--- config.mk ---
export PLATFORM = sky130hd
export DESIGN_NAME = lshift_deser_flat
export DESIGN_NICKNAME = d
export VERILOG_FILES = /design/src/rtl/lshift_deser_if.sv /design/src/rtl/lshift_deser.sv /design/src/flat_wrapper.sv
export SDC_FILE = /design/constraint.sdc
export NUM_CORES = 1
export LEC_CHECK = 0
export CORE_MARGIN = 1.5
export CORE_UTILIZATION = 53
export DETAILED_ROUTE_END_ITERATION = 10
export PLACE_DENSITY = 0.81
export RECOVER_POWER = 50
export SYNTH_ARGS = -nofsm -noshare
export SYNTH_HDL_FRONTEND = slang
export SYNTH_SLANG_ARGS = --single-unit
--- constraint.sdc ---
create_clock -name clk -period 1.9 [get_ports clk]
set_input_delay 0.285 -clock clk [delete_from_list [all_inputs] [get_ports clk]]
set_output_delay 0.285 -clock clk [all_outputs]
set_load 0.02 [all_outputs]
--- src/rtl/lshift_deser_if.sv ---
// Parallel/serial bundle for the left-shift deserialiser.
//   master : the deserialiser side (drives par_out, par_valid, busy, overrun)
//   slave  : the source/consumer side (drives ser_in, ser_valid, start,
//            par_ready, ovr_clr)
interface lshift_deser_if #(
  parameter int unsigned WIDTH = 8
);
  logic             ser_in;
  logic             ser_valid;
  logic             start;
  logic [WIDTH-1:0] par_out;
  logic             par_valid;
  logic             par_ready;
  logic             busy;
  logic             overrun;
  logic             ovr_clr;

  modport master (
    input  ser_in,
    input  ser_valid,
    input  start,
    output par_out,
    output par_valid,
    input  par_ready,
    output busy,
    output overrun,
    input  ovr_clr
  );

  modport slave (
    output ser_in,
    output ser_valid,
    output start,
    input  par_out,
    input  par_valid,
    output par_ready,
    input  busy,
    input  overrun,
    output ovr_clr
  );
endinterface

--- src/rtl/lshift_deser.sv ---
// Receive end of a left-shift serial stream. Bits arrive MSB-first and are
// assembled into a WIDTH-bit word, which is offered on a valid/ready
// holding register. A start strobe resynchronises the frame; a word that
// completes while the holding register is still occupied is dropped and
// flagged on the sticky overrun output.
// Ports:
//   clk  - rising-edge clock
//   rst  - synchronous active-high reset
//   bus  - lshift_deser_if.master: ser_in/ser_valid/start in, par_out/
//          par_valid out, par_ready in, busy/overrun out, ovr_clr in
module lshift_deser #(
  parameter int unsigned WIDTH = 8
) (
  input  logic                 clk,
  input  logic                 rst,
  lshift_deser_if.master       bus
);

  localparam int unsigned CW = $clog2(WIDTH + 1);

  typedef enum logic [0:0] {
    IDLE  = 1'b0,
    SHIFT = 1'b1
  } state_t;

  state_t           state, state_d;
  logic [WIDTH-1:0] sreg, sreg_d;
  logic [CW-1:0]    cnt, cnt_d;
  logic [WIDTH-1:0] par_out_q, par_out_d;
  logic             par_valid_q, par_valid_d;
  logic             busy_q;
  logic             overrun_q, overrun_d;

  // Register after shifting the current serial bit in.
  logic [WIDTH-1:0] shifted_c;
  assign shifted_c = {sreg[WIDTH-2:0], bus.ser_in};

  // State register and datapath registers.
  always_ff @(posedge clk) begin
    if (rst) begin
      state       <= IDLE;
      sreg        <= '0;
      cnt         <= '0;
      par_out_q   <= '0;
      par_valid_q <= 1'b0;
      busy_q      <= 1'b0;
      overrun_q   <= 1'b0;
    end else begin
      state       <= state_d;
      sreg        <= sreg_d;
      cnt         <= cnt_d;
      par_out_q   <= par_out_d;
      par_valid_q <= par_valid_d;
      busy_q      <= (state_d == SHIFT);
      overrun_q   <= overrun_d;
    end
  end

  // Next-state, shift/count and holding-register logic.
  always_comb begin
    state_d     = state;
    sreg_d      = sreg;
    cnt_d       = cnt;
    par_out_d   = par_out_q;
    par_valid_d = par_valid_q;
    overrun_d   = overrun_q;

    // Consumer takes the held word; a completion below may refill it.
    if (par_valid_q && bus.par_ready) begin
      par_valid_d = 1'b0;
    end

    // Clear first so a same-edge drop below wins.
    if (bus.ovr_clr) begin
      overrun_d = 1'b0;
    end

    if (bus.start) begin
      // New frame from IDLE or resync from SHIFT: partial bits discarded.
      state_d = SHIFT;
      if (bus.ser_valid) begin
        sreg_d = {{(WIDTH-1){1'b0}}, bus.ser_in};
        cnt_d  = CW'(1);
      end else begin
        sreg_d = '0;
        cnt_d  = '0;
      end
    end else begin
      case (state)
        IDLE: begin
          // Serial bits outside a frame are ignored.
        end
        SHIFT: begin
          if (bus.ser_valid) begin
            sreg_d = shifted_c;
            if (cnt == CW'(WIDTH - 1)) begin
              cnt_d   = '0;
              state_d = IDLE;
              // Holding register is free if empty or being read this edge.
              if (!par_valid_q || bus.par_ready) begin
                par_out_d   = shifted_c;
                par_valid_d = 1'b1;
              end else begin
                overrun_d = 1'b1;
              end
            end else begin
              cnt_d = cnt + CW'(1);
            end
          end
        end
        default: begin
          state_d = IDLE;
        end
      endcase
    end
  end

  assign bus.par_out   = par_out_q;
  assign bus.par_valid = par_valid_q;
  assign bus.busy      = busy_q;
  assign bus.overrun   = overrun_q;

endmodule

--- src/flat_wrapper.sv ---
// flat-port wrapper written by rule: the top's interface ports become plain ports
module lshift_deser_flat 
#(
  parameter int unsigned WIDTH = 8
)
  (clk, rst, bus_ser_in, bus_ser_valid, bus_start, bus_par_out, bus_par_valid, bus_par_ready, bus_busy, bus_overrun, bus_ovr_clr);
  lshift_deser_if #(.WIDTH(WIDTH)) bus_i ();
  input  logic clk;
  input  logic rst;
  input wire logic [$bits(bus_i.ser_in)-1:0] bus_ser_in;
  input wire logic [$bits(bus_i.ser_valid)-1:0] bus_ser_valid;
  input wire logic [$bits(bus_i.start)-1:0] bus_start;
  output wire logic [$bits(bus_i.par_out)-1:0] bus_par_out;
  output wire logic [$bits(bus_i.par_valid)-1:0] bus_par_valid;
  input wire logic [$bits(bus_i.par_ready)-1:0] bus_par_ready;
  output wire logic [$bits(bus_i.busy)-1:0] bus_busy;
  output wire logic [$bits(bus_i.overrun)-1:0] bus_overrun;
  input wire logic [$bits(bus_i.ovr_clr)-1:0] bus_ovr_clr;
  assign bus_i.ser_in = bus_ser_in;
  assign bus_i.ser_valid = bus_ser_valid;
  assign bus_i.start = bus_start;
  assign bus_par_out = bus_i.par_out;
  assign bus_par_valid = bus_i.par_valid;
  assign bus_i.par_ready = bus_par_ready;
  assign bus_busy = bus_i.busy;
  assign bus_overrun = bus_i.overrun;
  assign bus_i.ovr_clr = bus_ovr_clr;
  lshift_deser #(.WIDTH(WIDTH)) u_core (.clk(clk), .rst(rst), .bus(bus_i));
endmodule
# Word level (Yosys, flattened, before mapping)
# Index checks and enable logic that the tools add are counted.
[word_totals]
reg_bits = 22
latch_bits = 0
elab_cells = 41
mem_bits_rw = 0
output_inout_bits = 11
n_memories = 0
mem_bits_ro = 0
in_bits = 7
[classes]
mul = 0
shift = 0
bitwise_logic = 1
n_mux = 25
order_cmp = 0
eq_ne = 1
div = 0
n_reduce_logical = 7
add_sub_neg = 1
[op_table]
columns = ["operator", "n"]
rows = [
  ["$mux W7", 3],
  ["$mux W1", 18],
  ["$mux W4", 4],
  ["$reduce_and A5 Y1", 1],
  ["$add A4 B1 Y4 const B", 1],
  ["$eq A4 B3 Y1 const B", 1],
  ["$reduce_bool A2 Y1", 2],
  ["$reduce_and A2 Y1", 1],
  ["$logic_and A1 B1 Y1", 1],
  ["$logic_not A1 Y1", 1],
  ["$logic_or A1 B1 Y1", 1],
  ["$not A1 Y1", 1],
]

# Longest topological paths before layout
[logic_depth]
ltp_word = 7
ltp_mapped = 5
mapped_depth_nobuf = 4

# Least setup slack after synthesis
# No wires, ideal clock.
[synth_path]
path_kind = "reg2reg"
startpoint = "reg u_core.state"
endpoint = "reg u_core.par_out_q[0] (netlist: u_core.bus.par_out[0])"
t_arrival_ns = 1.282
t_required_ns = 1.828
synth_period_minus_slack_ns = 1.353
stages_incl_launch_ff = 5
path_slack_ns = 0.547
n_path_buf = 1
setup_ns = 0.072
path_cell_list = "dfxtp_1 nand2_4 nor4b_4 buf_6 mux2i_1"
[synth_via]
elab_chain_len = 1
[synth_rtl]
columns = ["item", "line_no", "source"]
rows = [
  ["start: declaration", "lshift_deser.sv:26", "state_t state, state_d;"],
  ["start signal: assignment", "lshift_deser.sv:49", "state <= state_d;"],
  ["$reduce_and A5 Y1 (no source line)", "--", ""],
  ["end signal: assignment", "lshift_deser.sv:52", "par_out_q <= par_out_d;"],
  ["end: declaration", "lshift_deser.sv:29", "logic [WIDTH-1:0] par_out_q, par_out_d;"],
]
# Every way passes these cells.
# A chain may end at the register's enable or synchronous reset.

==> summary.txt <==
Floorplan
  • Die outline area: 2057 sq um
  • Area of the core region: 1708 sq um
  • Die height: 45.36 microns
  • Top-Level Pins: 18
  • Number of core rows: 15
  • Starting Density: 0.5568
  • Width of the chip: 45.36 microns

Clock tree
  • Clock input transition at the sequential cells of the worst setup and hold paths: 0.12 ns
  • Hold-fix buffers, CTS: 0
  • Clk buf depth: 2
  • Clock sink total: 22
  • Cell at the root of the clock tree: clkbuf_4
  • Number of levels in the clock H-tree: 1
  • Setup Fix Bufs, Post-CTS: 0
  • Post-cts repair resize count: 0
  • Clock tree from TritonCTS: done
  • Clock buffers created by TritonCTS: 3
  • Latest clock arrival within the worst-skew pair: 0.30 ns

Critical path
  • Arrival time of data at the critical path endpoint: 1.48 ns
  • Path length in cells of the critical path: 1
  • Crit Path Max Fanout: 8
  • Crit Path Category: reg -> out
  • Cells along the critical path: clkdlybuf4s50_1
  • Critical Path Slowest Stage Cell: clkdlybuf4s50_1
  • Required time of the critical path: 1.62 ns
  • Cell count of the worst reg-to-reg path: 5
  • Element type at the critical path end: output pin
  • Crit path buffers/inverters: 1
  • Kind of start point of the critical path: flop
  • Largest stage delay on the critical path: 0.67 ns
  • Family with the most delay on the worst path: buffers and inverters

Place
  • Cells after DPL: 141
  • Final Wtd Congestion: 0.7537
  • Half-perimeter wire length of the detailed placement result: 1245 microns
  • IO Port Bufs: 17
  • Worst setup timing slack at the placement stage: 0.1360 ns

Synth
  • Net count of the mapped netlist: 110
  • Dominant cells by area after synthesis: dfxtp_1, nand2b_1, mux2i_1
  • Most common cell in the synthesized netlist: dfxtp_1
  • Number of synthesized register bits: 22
  • Post-Syn Instances: 102
  • Library cell occupying the most area in the post-synthesis netlist: dfxtp_1
  • Number of flops mapped to enable cells by yosys: 0
  • Post-synth top flop: dfxtp_1
  • Average size of a mapped cell: 9.323 sq um
  • Number of warnings printed during yosys synthesis: 0
  • Portion of the post-synthesis area used by sequential elements: 0.4632
  • Synth cell count leaders: dfxtp_1, nand2b_1, nand2_1
  • Unique masters post-synth: 28
  • Post-synth ARST share: 0
  • Cell area after technology mapping: 950.9 sq um
  • Proportion of netlist area held by the largest area contributor: 0.4632

Min path
  • Tightest Hold Check Type: reg -> reg
  • Hold Path Stages: 2

Layout
  • Multi-input gate area: 473.0 sq um
  • Number of cells in the finished layout apart from fillers: 145
  • Share of layout cells above drive strength 1: 0.09167
  • Area growth from synthesis to final layout: 25.13%
  • Final-layout fill cell count: 132
  • Sequential cell area: 440.4 sq um
  • Final-stage net count: 129
  • Antenna Diode Count: 0

STA
  • Shortest clock period the worst path allows after layout: 1.767 ns
  • Share of the clock period used by the worst path: 0.9301
  • Setup tns final: 0 ns
  • Maximum achievable frequency: 565.9 MHz
  • Worst-Margin Slew: 0.3516 ns
  • Endpoints failing hold: 0
  • Relative slew slack: 0.7655
  • Worst hold margin: 0.4741 ns
  • Setup repair after global routing missed its margin: no
  • Clk_skew: 0.004479 ns
  • Max Transition Viols Final: 0
  • Setup WS post-layout: 0.1328 ns
  • Total setup violations reported at the end of the flow: 0

Flow run
  • Number of max-cap violations: 0

Power
  • Worst vdd ir: 0.0005406 V
  • PwrDens: 735.9 nW/um^2
  • Leak pwr: 0.3928 nW
  • Total power of the final layout: 0.0008757 W

Global route
  • Number of antenna violations at the first check in global routing: 0
  • Number of global-route vias before repair: 686
  • Wire length of the first global-routing pass: 2842 microns
  • Total global-route track usage: 0.1942
  • Maximum number of pins on one net before global-route repair: 22
  • Overflow after GRT: 0

Route
  • Detailed-routing iteration count for the pre-antenna-repair pass: 5
  • Post-DR wirelength/cell: 11.36 microns
  • Antenna Nets Post-Route: 0
  • Violation count after the first detailed-route iteration: 12
  • Via count: 728
  • Total Wirelength: 1647 microns
  • Vias per inst: 5.021
  • Residual DRC: 0

Run status
  • Status: finished, final reports clean
## final cells by class
| class | instances | share of cell area |
|---|---|---|
| Clock buffer | 3 | 0.01893 |
| Clock inverter | 1 | 0.02524 |
| Inverter | 1 | 0.003155 |
| Multi-Input combinational cell | 73 | 0.3975 |
| Sequential cell | 22 | 0.3701 |
| Tap cell | 25 | 0.02629 |
| Timing Repair Buffer | 20 | 0.1588 |
## stage by stage
step / cell area, sq um / utilization
floorplan: 950.9 / -
global placement: 1142 / 0.6689
detailed placement: 1142 / 0.6689
CTS: 1195 / 0.6996
global route: 1190 / 0.6967
finish: 1190 / 0.6967
## worst paths after layout
kind	startpoint	endpoint	slack [ns]
worst min-delay path	u_core.sreg[6]$_SDFFE_PP0P_	u_core.sreg[6]$_SDFFE_PP0P_	0.47
worst min register to register	u_core.sreg[6]$_SDFFE_PP0P_	u_core.sreg[6]$_SDFFE_PP0P_	0.47
worst max register to register	u_core.cnt[0]$_SDFFE_PP0P_	u_core.bus.par_out[3]$_SDFFE_PP0P_	0.35
worst max-delay path	u_core.state$_SDFF_PP0_	bus_busy	0.13
## state kept, by name (all words and copies together) (netlist names)
name and cells:
u_core.bus.par_valid 1, u_core.state 1, u_core.sreg 7, u_core.bus.par_out 8
u_core.bus.overrun 1, u_core.cnt 4
## cells by family after synthesis
logic type | Yosys count | synth area share
AND/OR/NAND/NOR | 47 | 0.2947
buffers and inverters | 7 | 0.03815
flip-flops | 22 | 0.4632
XOR/XNOR | 1 | 0.009212
multiplexers | 8 | 0.08421
AO/OA/AOI/OAI | 16 | 0.09737
adder cells (fa/ha/maj) | 1 | 0.01316
## placed cells by master (no fill, tap or decap), types with 2 or more instances in the layout
master	instances
dfxtp_1	22
nand2b_1	17
nand2_1	15
a21oi_1	12
clkdlybuf4s50_1	12
mux2i_1	8
dlygate4sd3_1	5
clkbuf_4	3
nand3b_1	2
nor2_1	2
buf_4	2
## per-layer routing
metal	global-route usage	up-vias	wire (microns)
met5	0	-	0
met2	0.3143	15	831
met1	0.2400	327	758
li1	-	384	-
met4	0.1118	0	17
met3	0.03600	2	41
## power breakdown
part | total [W] | switching [W] | internal [W]
clock | 0.000350 | 0.000137 | 0.000213
combinational | 0.0000538 | 0.0000266 | 0.0000272
sequential | 0.000472 | 0.00000611 | 0.000466
total | 0.000876 | 0.000170 | 0.000706
No activity file was read; power rests on OpenSTA's default activity.
